## config.mk

```make
export PLATFORM = sky130hd
export DESIGN_NAME = spi_sensor_slave
export DESIGN_NICKNAME = d
export VERILOG_FILES = /design/src/rtl/spi_sensor_slave.sv
export SDC_FILE = /design/constraint.sdc
export NUM_CORES = 1
export LEC_CHECK = 0
export ABC_AREA = 1
export BUFFER_PORTS_ARGS = -buffer_cell sky130_fd_sc_hd__buf_2
export CAP_MARGIN = 20
export CORE_MARGIN = 3
export CORE_UTILIZATION = 45
export DETAILED_ROUTE_END_ITERATION = 7
export SLEW_MARGIN = 25
export SYNTH_ARGS = -nofsm -noshare
export SYNTH_HDL_FRONTEND = slang
export SYNTH_SLANG_ARGS = --single-unit
export TNS_END_PERCENT = 10
```

## constraint.sdc

```tcl
create_clock -name clk -period 3.9 [get_ports clk]
set_input_delay 0 -clock clk [delete_from_list [all_inputs] [get_ports clk]]
set_output_delay 0 -clock clk [all_outputs]
set_load 0.05 [all_outputs]
```

## src/rtl/spi_sensor_slave.sv

```systemverilog
// SPI slave emulating a multi-channel sensor; oversampled on clk.
// Optional SPI_SENSOR_PARITY_EN appends an even-parity bit per word.
module spi_sensor_slave #(
  parameter int WIDTH    = 16,
  parameter int CHANNELS = 4,
  parameter int MODE     = 0
) (
  input  logic                      clk,
  input  logic                      reset,
  input  logic                      sample_valid,
  input  logic [CHANNELS*WIDTH-1:0] sample_data,
  input  logic                      csb,
  input  logic                      sck,
  input  logic                      sdi,
  output logic                      sdo,
  output logic                      sdo_oe,
  output logic                      busy,
  output logic                      word_done,
  output logic [7:0]                word_count
);

  localparam logic CPOL = 1'((MODE >> 1) & 1);
  localparam logic CPHA = 1'(MODE & 1);
`ifdef SPI_SENSOR_PARITY_EN
  localparam int SW = WIDTH + 1;
`else
  localparam int SW = WIDTH;
`endif
  localparam logic [5:0] LASTB  = 6'(SW - 1);
  localparam logic [4:0] LASTCH = 5'(CHANNELS - 1);

  typedef enum logic [1:0] {
    IDLE,
    CMD,
    DATA,
    IGNORE
  } state_t;

  state_t state_q, state_d;

  logic csb_s1, csb_s2, csb_d;
  logic sck_s1, sck_s2, sck_d;
  logic sdi_s1, sdi_s2;

  logic csb_fall, csb_rise;
  logic sck_rise, sck_fall;
  logic lead_edge, trail_edge;
  logic samp_edge, shft_edge;
  logic cmd_last, word_last;

  logic [CHANNELS*WIDTH-1:0] live_q;
  logic [CHANNELS*WIDTH-1:0] snap_q;
  logic [6:0]                cmd_sr;
  logic [5:0]                bit_cnt;
  logic [3:0]                ptr;
  logic [3:0]                ptr_nxt;
  logic [SW-1:0]             sr;
  logic                      need_load;
  logic                      wd_pend;
  logic [WIDTH-1:0]          ch_word;
  logic [SW-1:0]             load_val;

  // Two-flop synchronisers plus one delay stage for edge detection.
  // csb stages reset low so a csb held low across reset is not a fall.
  always_ff @(posedge clk) begin
    if (reset) begin
      csb_s1 <= 1'b0;
      csb_s2 <= 1'b0;
      csb_d  <= 1'b0;
      sck_s1 <= CPOL;
      sck_s2 <= CPOL;
      sck_d  <= CPOL;
      sdi_s1 <= 1'b0;
      sdi_s2 <= 1'b0;
    end else begin
      csb_s1 <= csb;
      csb_s2 <= csb_s1;
      csb_d  <= csb_s2;
      sck_s1 <= sck;
      sck_s2 <= sck_s1;
      sck_d  <= sck_s2;
      sdi_s1 <= sdi;
      sdi_s2 <= sdi_s1;
    end
  end

  assign csb_fall   = csb_d & ~csb_s2;
  assign csb_rise   = ~csb_d & csb_s2;
  assign sck_rise   = ~sck_d & sck_s2;
  assign sck_fall   = sck_d & ~sck_s2;
  assign lead_edge  = CPOL ? sck_fall : sck_rise;
  assign trail_edge = CPOL ? sck_rise : sck_fall;
  assign samp_edge  = CPHA ? trail_edge : lead_edge;
  assign shft_edge  = CPHA ? lead_edge : trail_edge;
  assign cmd_last   = samp_edge & (bit_cnt == 6'd7);
  assign word_last  = samp_edge & (bit_cnt == LASTB);

  // Snapshot word select; out-of-range pointers read as zero.
  always_comb begin
    ch_word = '0;
    for (int k = 0; k < CHANNELS; k++) begin
      if (ptr == 4'(k)) ch_word = snap_q[k*WIDTH +: WIDTH];
    end
`ifdef SPI_SENSOR_PARITY_EN
    load_val = {ch_word, ^ch_word};
`else
    load_val = ch_word;
`endif
    ptr_nxt = ({1'b0, ptr} >= LASTCH) ? 4'd0 : ptr + 4'd1;
  end

  // State register.
  always_ff @(posedge clk) begin
    if (reset) state_q <= IDLE;
    else       state_q <= state_d;
  end

  // Next-state and pin outputs.
  always_comb begin
    state_d = state_q;
    sdo_oe  = 1'b0;
    busy    = 1'b0;
    sdo     = 1'b0;
    unique case (state_q)
      IDLE:   if (csb_fall) state_d = CMD;
      CMD:    if (cmd_last) state_d = cmd_sr[6] ? DATA : IGNORE;
      DATA:   state_d = DATA;
      IGNORE: state_d = IGNORE;
    endcase
    if (csb_rise) state_d = IDLE;
    sdo_oe = (state_q == DATA);
    busy   = (state_q != IDLE);
    sdo    = sdo_oe & sr[SW-1];
  end

  // Sample capture, command shift, data shift and word accounting.
  always_ff @(posedge clk) begin
    if (reset) begin
      live_q     <= '0;
      snap_q     <= '0;
      cmd_sr     <= '0;
      bit_cnt    <= '0;
      ptr        <= '0;
      sr         <= '0;
      need_load  <= 1'b0;
      wd_pend    <= 1'b0;
      word_done  <= 1'b0;
      word_count <= '0;
    end else begin
      if (sample_valid) live_q <= sample_data;
      if (csb_fall)     snap_q <= live_q;
      wd_pend   <= 1'b0;
      word_done <= wd_pend;
      if (wd_pend && word_count != 8'hFF)
        word_count <= word_count + 8'd1;
      unique case (state_q)
        IDLE: begin
          if (csb_fall) begin
            bit_cnt    <= '0;
            word_count <= '0;
            cmd_sr     <= '0;
            sr         <= '0;
            need_load  <= 1'b1;
          end
        end
        CMD: begin
          if (samp_edge) begin
            cmd_sr  <= {cmd_sr[5:0], sdi_s2};
            bit_cnt <= bit_cnt + 6'd1;
          end
          if (cmd_last) begin
            bit_cnt   <= '0;
            ptr       <= {cmd_sr[2:0], sdi_s2};
            need_load <= 1'b1;
          end
        end
        DATA: begin
          if (shft_edge) begin
            if (need_load) begin
              sr        <= load_val;
              need_load <= 1'b0;
            end else begin
              sr <= {sr[SW-2:0], 1'b0};
            end
          end
          if (samp_edge) bit_cnt <= bit_cnt + 6'd1;
          if (word_last) begin
            bit_cnt   <= '0;
            wd_pend   <= 1'b1;
            need_load <= 1'b1;
            ptr       <= ptr_nxt;
          end
        end
        IGNORE: begin
        end
      endcase
    end
  end

endmodule

```

==> results of run 1 <==
-- power groups by stage --
stage	Sequential (mW)	Clock [mW]	Combinational, mW
6_report	2.05	1.58	1.08
5_1_grt	2.07	1.70	1.23
4_1_cts	2.05	1.62	1.08
3_5_place_dp	2.09	0	1.03
3_3_place_gp	2.09	0	1.02
2_1_floorplan	2.04	0	0.865
-- logic make-up after synthesis --
group | synth area share, %
adders and majority gates | 1.56
DFF | 45.5
and+or+nand+nor | 30.7
AOI/OAI and AO/OA | 12.8
xor gates and xnor gates | 0.547
buffers and inverters | 8.89
-- registers in the layout, summed over array words and instances, names as in the netlist, 2 cells and up --
register / flops
cmd_sr: 7
bit_cnt: 6
ptr: 4
live_q: 64
state_q: 2
snap_q: 64
word_count: 8
sr: 16
-- cell type report --
type                            instances  area, µm²
Fill cell                            1743       7790
Inverter                               86        325
Multi-Input combinational cell        790       3660
Timing Repair Buffer                  155       1130
Clock inverter                          9       82.6
Clock buffer                           21        440
Tap cell                              225        282
Sequential cell                       182       3640
-- layer usage --
layer	wire, µm	part of all wire (%)	global-route usage (%)	up-vias
li1	-	-	-	3785
met1	9340	49	28.3	3241
met2	8560	45	30.6	121
met3	785	4.1	4.12	19
met4	272	1.4	5.87	0
met5	0	0	0	-
-- how the worst min path moves through the flow --
stage	startpoint	slack, ns	end
floorplan	csb	0.11	csb_s1$_SDFF_PP0_
global placement	csb	0.20	csb_s1$_SDFF_PP0_
detailed placement	csb	0.21	csb_s1$_SDFF_PP0_
CTS	reset	0.09	sdi_s1$_SDFF_PP0_
global route	reset	0.11	sdi_s1$_SDFF_PP0_
finish	reset	0.09	sdi_s1$_SDFF_PP0_
-- what timing repair did --
item | CTS | global route
endpoints found under the hold margin | 67 | 0
hold buffers | 67 | 0
endpoints found under the setup margin | 0 | 0
-- metrics by stage --
| step | power (mW) | area, µm² | util, % |
|---|---|---|---|
| floorplan | 2.90 | 8010 | - |
| global placement | 3.12 | 8360 | 48.2 |
| detailed placement | 3.12 | 8360 | 48.2 |
| CTS | 4.76 | 9560 | 55.1 |
| global route | 4.99 | 9560 | 55.1 |
| finish | 4.72 | 9560 | 55.1 |
-- critical path, delay by kind of cell, from the launching register on --
family           cells  cell delay [ns]
flip-flops           1             0.33
AO/OA/AOI/OAI        1             0.11
AND/OR/NAND/NOR      6             1.65
-- layout by cell type, fill, tap and decap left out, drive strengths merged, types with 2 or more instances in the layout --
cell,n
nor2,312
nor3,5
a21boi,2
nand3,83
nand2,162
dfxtp,182
nand3b,17
clkinvlp,2
clkinv,8
o21ai,139
inv,84
ha,10
dlygate4sd3,67
xor2,4
clkbuf,21
a21oi,48
nand4,4
buf,88
==> results.md, run 1 <==
Route:
- The violation count after the first detailed-routing iteration is 450.
- For this run, the detailed router's first-pass iteration total came to 5.
- The count of nets left with antenna violations once routing finished came out at 0.
- The per-cell routed wire length is 12.9 µm.
- The final wirelength is 19.0 mm.
- In the routed design, unresolved DRC markers number 0.
- The ratio of routed vias to standard cells is 4.88.
- The overall via count from detail_route is 7,166.

Layout:
- The fraction of layout instances using a drive strength above 1 is 12.2%.
- Leaving out filler cells and counting taps, the final layout contains 1,468.
- Compared with the post-synthesis result, the final layout area differs by 19.5%.
- The count of antenna diodes in the layout is 0.
- The final-stage net count is 1,312.

Place:
- At the end of routability-driven placement, the weighted congestion stood at 0.844.
- The detailed placement HPWL is 12.3 mm.
- After detailed placement, the design holds a cell count of 1,371.
- The worst slack at placement is 1.76 ns.
- The number of I/O port buffers is 81.

Power:
- IR analysis of the VDD net gives a maximum drop of 0.000319 V.
- Per report_power, the combinational group accounts for 22.9% of the total.
- The internal power of the cells totals 3.19 mW.
- The switching power is 1.53 mW.
- Net switching is 32.4% of the power.
- Dividing total power by cell area gives a power density of 493 nW/µm².
- The analysis attributes to cell leakage a power of 4.06 nW.
- Per report_power, the clock group accounts for 33.5% of the total.
- The sequential cell fraction of total power is 43.5%.

Global routing:
- The number of antenna violations at the first check in global routing is 0.
- The first global-routing pass estimated 32.2 mm of wire.
- Entering global routing, the biggest net connects 67 pins.
- The number of global-route vias before repair came to 6,665.
- The total routing usage reported by global routing is 19.9%.
- The remaining global-route overflow is 0.

Setup path:
- STA classifies the critical path startpoint as a flop.
- The largest single stage delay on the critical path is 0.60 ns.
- The kind of critical path is flop to flop.
- In this run the worst setup path terminates at sr[1]$_SDFFE_PP0P_.
- The worst reg2reg path startpoint is ptr[3]$_SDFFE_PP0P_.
- STA puts the critical path data arrival time at 2.54 ns.
- The worst path required time is 4.26 ns.
- For the worst flop-to-flop path, the logic depth is 7.
- The signal on the critical path passes through nor2_4 -> nand2_1 -> nand3_1 -> nand2_1 -> nand2_1 -> nand2_1 -> a21oi_1.
- The cell repeated most along the worst path is sky130_fd_sc_hd__nand2_1.
- The worst setup path is captured at a flop.
- Along the worst path, the maximum fanout reaches 34.
- The endpoint of the lowest-slack register-to-register path is sr[1]$_SDFFE_PP0P_.
- Across all register-to-register paths, the minimum setup slack is 1.73 ns.
- The slowest library cell on the worst path is sky130_fd_sc_hd__nor2_4.
- The launching element of the worst setup path is ptr[3]$_SDFFE_PP0P_.

CTS:
- The clock insertion delay at the later pin of the skew report is 0.43 ns.
- The tree built by TritonCTS fans out to 182 sinks.
- CTS placed an instance of sky130_fd_sc_hd__clkbuf_16 at the clock tree root.
- The post-CTS setup buffer count is 0.
- Once the clock tree was built, the resizer swapped 0 gates to a different size.
- The maximum number of buffers from clock root to sink is 2.
- The clock transition at the registers of the reported paths is 0.07 ns.
- The H-tree depth reported by CTS is 4.
- The clock tree from TritonCTS is yes.
- The number of clock buffers added by TritonCTS is 17.

Timing:
- The final total negative setup slack is 0 ns.
- The share of the clock period used by the worst path is 55.7%.
- The post-route clock skew is 0.00652 ns.
- The count of endpoints failing hold in the final timing report is 0.
- Setup repair after global routing left no endpoint under its margin.
- The setup slack after layout is 1.73 ns.
- At the pin with the least slew margin, the transition time is 0.842 ns.
- The relative slew slack is 43.8%.
- Timing would allow up to 460 MHz.
- The final max-slew violation count is 0.
- The number of setup violations in the final report is 0.
- The worst hold slack is 0.0948 ns.
- The final critical-path required period is 2.17 ns.

Synthesis:
- The most frequently used flop master after synthesis is sky130_fd_sc_hd__dfxtp_1.
- After synthesis the netlist holds a flip-flop and latch count of 182.
- Sequential cells were found to cover 45.5% of the synthesized design area.
- The top cell type by area accounts for 45.5% of the synthesized area.
- Yosys attributes the largest share of cell area to sky130_fd_sc_hd__dfxtp_1, sky130_fd_sc_hd__nor2_1, sky130_fd_sc_hd__o21ai_0.
- The mapped netlist covers 8010 µm².
- After synthesis, the mean cell area works out to 7.10 µm².
- The leading area contributor after synthesis is sky130_fd_sc_hd__dfxtp_1.
- The most repeated cell in the gate-level netlist after synthesis is sky130_fd_sc_hd__nor2_1.
- The number of instances in the synthesized netlist is 1,128.
- The commonest cells after synthesis are sky130_fd_sc_hd__nor2_1, sky130_fd_sc_hd__dfxtp_1, sky130_fd_sc_hd__nand2_1, sky130_fd_sc_hd__o21ai_0, sky130_fd_sc_hd__nand3_1.
- In this run, synthesis inferred 0 flip-flops with an integrated enable.
- The number of distinct library cells after synthesis is 37.
- The synthesized net count is 1,208.
- The share of synthesized flip-flops with an asynchronous set or reset is 0%.
- During synthesis, Yosys emitted a total of 0 warnings.

Floorplanning:
- The die area is 19,400 µm².
- The area of the core region is 17,400 µm².
- The initialized floorplan defines 48 standard-cell rows.
- The I/O pin total is 82.
- Measured along the y axis, the die boundary spans 139 µm.
- The horizontal die dimension is 139 µm.
- The initial standard-cell utilization of the core is 46.1%.

Min path:
- The min-delay analysis places its worst path in the category primary input to flop.
- Counting instances, the worst hold path has a depth of 3.

Outcome:
- The flow ran to the end, and the final reports show no timing, DRC or antenna violations.

Job:
- The number of violations of the max-capacitance limit is 0.
Power figures use the tool's default switching activity.
==> run 2, diff against run 1 <==
--- a/config.mk
+++ b/config.mk
@@ -5,12 +5,13 @@
 export SDC_FILE = /design/constraint.sdc
 export NUM_CORES = 1
 export LEC_CHECK = 0
-export ABC_AREA = 1
+export ABC_AREA = 0
 export BUFFER_PORTS_ARGS = -buffer_cell sky130_fd_sc_hd__buf_2
 export CAP_MARGIN = 20
 export CORE_MARGIN = 3
 export CORE_UTILIZATION = 45
 export DETAILED_ROUTE_END_ITERATION = 7
+export PLACE_DENSITY = 0.66
 export SLEW_MARGIN = 25
 export SYNTH_ARGS = -nofsm -noshare
 export SYNTH_HDL_FRONTEND = slang
==> constraint.sdc (replaced) <==
create_clock -name clk -period 1.9 [get_ports clk]
set_input_delay 0 -clock clk [delete_from_list [all_inputs] [get_ports clk]]
set_output_delay 0 -clock clk [all_outputs]
set_load 0.05 [all_outputs]
==> run 2 against run 1 <==
  * Highest routed layer unchanged
  * Routed wire length down 6.2%
  * Setup slack worse by 1.7 ns
  * Synthesized cell count down 23%
==> results.md, run 2 <==
Layout:
- The most common library cell in the layout ignoring fill and taps is sky130_fd_sc_hd__dfxtp_1 (was sky130_fd_sc_hd__nor2_1).
- The count of filler cells inserted in the layout was 1,413 (was 1,743).
- Commonest cells after routing, fill and taps aside: sky130_fd_sc_hd__dfxtp_1, sky130_fd_sc_hd__nand2_1, sky130_fd_sc_hd__a21oi_1, sky130_fd_sc_hd__nor2_1, sky130_fd_sc_hd__buf_2 (was sky130_fd_sc_hd__nor2_1, sky130_fd_sc_hd__dfxtp_1, sky130_fd_sc_hd__nand2_1, sky130_fd_sc_hd__o21ai_0).
- Top Registers: live_q: 64 flops, snap_q: 64 flops, sr: 16 flops (unchanged).
- The final-stage net count was 1,087 (was 1,312).
- The number of standard cells in the layout, taps in and fillers out was 1,235 (was 1,468).
- The fraction of layout instances using a drive strength above 1 is 16.9% (was 12.2%).
- The area of all placed cells without fillers was 9560 µm² (about the same).
- The area growth from synthesis to layout is 28.5% (was 19.5%).
- The count of antenna diodes in the layout is 0 (unchanged).

Synthesis:
- The fraction of synthesized cell area taken by the top area cell type was 49.0% (was 45.5%).
- The register bit count reported by yosys is 182 (unchanged).
- The post-synthesis share of cell area spent on xor and xnor gates was 0.825% (was 0.547%).
- The synthesis warning total came to 0 (unchanged).
- The multiplexer share of the synthesized area is 9.16% (was 0%).
- The share of synthesized cell area in full adder, half adder and majority cells was 1.68% (was 1.56%).
- The sequential element share of the synthesized area is 49.0% (was 45.5%).
- The most frequently used flop master after synthesis is sky130_fd_sc_hd__dfxtp_1 (unchanged).
- The largest family of logic cells by synthesized area was simple AND/OR/NAND/NOR gates (unchanged).
- The number of enable flip-flop cells after synthesis is 0 (unchanged).
- The netlist area before placement came to 7430 µm² (was 8010 µm²).
- Cells taking the most area after synthesis: sky130_fd_sc_hd__dfxtp_1, sky130_fd_sc_hd__mux2i_1, sky130_fd_sc_hd__nand2_1 (was sky130_fd_sc_hd__dfxtp_1, sky130_fd_sc_hd__nor2_1, sky130_fd_sc_hd__o21ai_0).
- Post-synth top cells: sky130_fd_sc_hd__dfxtp_1, sky130_fd_sc_hd__nand2_1, sky130_fd_sc_hd__a21oi_1, sky130_fd_sc_hd__nor2_1, sky130_fd_sc_hd__mux2i_1 (was sky130_fd_sc_hd__nor2_1, sky130_fd_sc_hd__dfxtp_1, sky130_fd_sc_hd__nand2_1, sky130_fd_sc_hd__o21ai_0, sky130_fd_sc_hd__nand3_1).
- The area share of and/or/nand/nor cells after synthesis is 18.0% (was 30.7%).
- The number of distinct library cells after synthesis is 56 (was 37).
- The mean cell area of the mapped netlist is 8.59 µm² (was 7.10 µm²).
- The leading area contributor after synthesis is sky130_fd_sc_hd__dfxtp_1 (unchanged).
- The synthesized net count came to 946 (was 1,208).
- The share of synthesized flip-flops with an asynchronous set or reset was 0% (unchanged).
- The share of the synthesized area in compound gates (AO/OA/AOI/OAI) is 16.6% (was 12.8%).
- The number of instances in the synthesized netlist is 866 (was 1,128).
- The most repeated cell in the gate-level netlist after synthesis is sky130_fd_sc_hd__dfxtp_1 (was sky130_fd_sc_hd__nor2_1).

Timing:
- The maximum operating frequency was 544 MHz (was 460 MHz).
- The setup slack after layout came to 0.0609 ns (was 1.73 ns).
- The worst hold slack is 0.0646 ns (was 0.0948 ns).
- The final max-slew violation count came to 0 (unchanged).
- The slew of the pin with the lowest slew margin is 0.559 ns (was 0.842 ns).
- The relative slew slack came to 61.7% (was 43.8%).
- RSZ-0062 raised after global routing: true (was false).
- The post-route clock skew is 0.0112 ns (was 0.00652 ns).
- The share of the clock period used by the worst path is 96.8% (was 55.7%).
- The final critical-path required period is 1.84 ns (was 2.17 ns).
- The number of setup violations in the final report is 0 (unchanged).
- The count of endpoints failing hold in the final timing report is 0 (unchanged).

CTS:
- The clock insertion delay at the later pin of the skew report came to 0.43 ns (about the same).
- The clock transition at the registers of the reported paths is 0.07 ns (about the same).
- The maximum number of buffers from clock root to sink was 2 (unchanged).
- The clock tree from TritonCTS is yes (unchanged).
- The clock root buffer is sky130_fd_sc_hd__clkbuf_16 (unchanged).
- The CTS buffer count was 17 (unchanged).
- The total number of clock tree sinks is 182 (unchanged).
- The H-tree depth reported by CTS was 4 (unchanged).

Floorplanning:
- The area of the core region is 16,000 µm² (was 17,400 µm²).
- The initial standard-cell utilization of the core is 46.5% (was 46.1%).
- The I/O pin total came to 82 (unchanged).
- The vertical die dimension is 135 µm (was 139 µm).
- The horizontal die dimension is 135 µm (was 139 µm).
- The die area came to 18,100 µm² (was 19,400 µm²).
- The standard-cell row count is 46 (was 48).

Min path:
- The endpoint of the worst hold-timing path is live_q[52]$_SDFFE_PP0P_ (was sdi_s1$_SDFF_PP0_).
- The beginning of the worst hold path is reset (unchanged).
- The type of the most critical hold path is primary input to flop (unchanged).
- The worst hold path stage count is 2 (was 3).

Global routing:
- The number of global-route vias before repair is 6,056 (was 6,665).
- The first-pass GRT wire length is 29.6 mm (was 32.2 mm).
- The maximum number of pins on one net before global-route repair is 105 (was 67).
- The remaining global-route overflow is 0 (unchanged).
- The number of antenna violations at the first check in global routing is 0 (unchanged).
- The total routing usage reported by global routing was 19.9% (about the same).

Setup path:
- The kind of launch point of the worst setup path is a flop (unchanged).
- The slack of the worst reg-to-reg path is 0.06 ns (was 1.73 ns).
- The kind of capture point of the worst setup path is a flop (unchanged).
- The kind of critical path was flop to flop (unchanged).
- The worst reg2reg path startpoint is state_q[1]$_SDFFE_PP0P_ (was ptr[3]$_SDFFE_PP0P_).
- The maximum fanout along the worst path was 5 (was 34).
- The endpoint of the lowest-slack register-to-register path is ptr[3]$_SDFFE_PP0P_ (was sr[1]$_SDFFE_PP0P_).
- The worst path required time is 2.26 ns (was 4.26 ns).
- The critical path arrival is 2.20 ns (was 2.54 ns).
- The cell depth of the worst flop-to-flop path was 6 (was 7).

Route:
- The sum of met2 wire segment lengths after detailed routing is 8.83 mm (was 8.56 mm).
- The number of nets still failing antenna checks after routing came to 0 (unchanged).
- The ratio of routed vias to standard cells was 5.10 (was 4.88).
- The overall via count from detail_route is 6,304 (was 7,166).
- The final wirelength is 17.8 mm (was 19.0 mm).
- The number of detailed-routing iterations run before antenna repair is 5 (unchanged).
- The topmost layer with routed signal wires is met4 (unchanged).
- The post-route DRC violation count is 0 (unchanged).
- The violation count after the first detailed-routing iteration is 387 (was 450).
- The total routed wire length on the met1 layer is 8.11 mm (was 9.34 mm).
- The per-cell routed wire length is 14.4 µm (was 12.9 µm).
- The sum of met3 wire segment lengths after detailed routing came to 656 µm (was 785 µm).

Power:
- The worst voltage drop across the vdd grid is 0.000711 V (was 0.000319 V).
- The static power due to leakage is 3.66 nW (was 4.06 nW).
- The power per unit of standard cell area came to 980 nW/µm² (was 493 nW/µm²).
- The sum of internal, switching and leakage power is 9.36 mW (was 4.72 mW).

Place:
- The final weighted congestion in routability-driven placement is 0.830 (was 0.844).
- The number of I/O port buffers is 81 (unchanged).
- The number of placed cells counting well taps came to 1,136 (was 1,371).
- The post-placement cell area is 8200 µm² (was 8360 µm²).
- The worst slack at placement is -0.0568 ns (was 1.76 ns).
- The detailed placement HPWL came to 11.0 mm (was 12.3 mm).

Job:
- The number of violations of the max-capacitance limit is 0 (unchanged).

Outcome:
- Outcome: completed (unchanged).
-- run 2: changes by cell type in the layout (fill, tap and decap cells not counted), moves of 57 or more --
| cell | before | now |
|---|---|---|
| sky130_fd_sc_hd__o21ai_0 | 136 | 47 |
| sky130_fd_sc_hd__a21oi_1 | 36 | 93 |
| sky130_fd_sc_hd__mux2i_1 | 0 | 68 |
| sky130_fd_sc_hd__inv_1 | 80 | 22 |
| sky130_fd_sc_hd__nor2_1 | 306 | 81 |
| sky130_fd_sc_hd__nand3_1 | 81 | 13 |
-- run 2: final cells by class --
type | instances | area, µm² | share of cell area, %
inverter | 25 | 97.6 | 1.02
multi-input combinational | 597 | 3520 | 36.8
tap | 216 | 270 | 2.83
sequential | 182 | 3650 | 38.2
clock buffer | 19 | 453 | 4.74
timing repair buffer | 184 | 1400 | 14.7
clock inverter | 12 | 168 | 1.75
-- run 2: logic make-up after synthesis --
family | after synthesis
buffers and inverters | 87
multiplexers | 68
AND/OR/NAND/NOR | 306
flip-flops | 182
AO/OA/AOI/OAI | 206
adder cells (fa/ha/maj) | 10
XOR/XNOR | 7
-- run 2: what timing repair did --
action,CTS,global route
setup buffers,1,0
hold endpoints to repair,67,0
pin swaps,1,1
gates cloned,0,0
endpoints found under the setup margin,2,21
resized for setup,1,11
hold buffers,67,0
-- run 2: worst max path at each step --
stage	end	from	depth (start not counted)	slack [ns]
after global routing	ptr[0]$_SDFFE_PP0P_	state_q[0]$_SDFFE_PP0P_	7	-0.02
final	ptr[3]$_SDFFE_PP0P_	state_q[1]$_SDFFE_PP0P_	6	0.06
after CTS	ptr[3]$_SDFFE_PP0P_	state_q[1]$_SDFFE_PP0P_	6	-0.03
after floorplan	ptr[3]$_SDFFE_PP0P_	state_q[0]$_SDFFE_PP0P_	7	-0.05
after global placement	ptr[3]$_SDFFE_PP0P_	state_q[1]$_SDFFE_PP0P_	6	0.0003
after detailed placement	ptr[3]$_SDFFE_PP0P_	state_q[1]$_SDFFE_PP0P_	6	-0.06
-- run 2: layer usage --
layer / global-route usage [%] / up-vias
li1: - / 3230
met1: 26.1 / 2942
met2: 33.8 / 114
met3: 4.66 / 18
met4: 4.41 / 0
met5: 0 / -
-- run 2: through the flow --
stage / TNS, ns / util [%]
floorplan: -0.277 / -
global placement: 0 / 51.3
detailed placement: -0.0568 / 51.3
CTS: -0.0699 / 59.4
global route: -0.0589 / 59.7
finish: 0 / 59.7
-- run 2: critical path, stage by stage, from the launching register on --
cell and delay, ns:
sky130_fd_sc_hd__dfxtp_2 0.35, sky130_fd_sc_hd__inv_2 0.09, sky130_fd_sc_hd__ha_4 0.15, sky130_fd_sc_hd__or3b_1 0.35
sky130_fd_sc_hd__a211o_1 0.31, sky130_fd_sc_hd__or3b_1 0.39, sky130_fd_sc_hd__a21oi_2 0.12
-- run 2: power breakdown --
group	internal, mW	leakage (nW)	switching, mW
clock	2.16	0.300	1.54
combinational	0.706	1.87	0.899
sequential	3.95	1.48	0.111
total	6.81	3.66	2.55
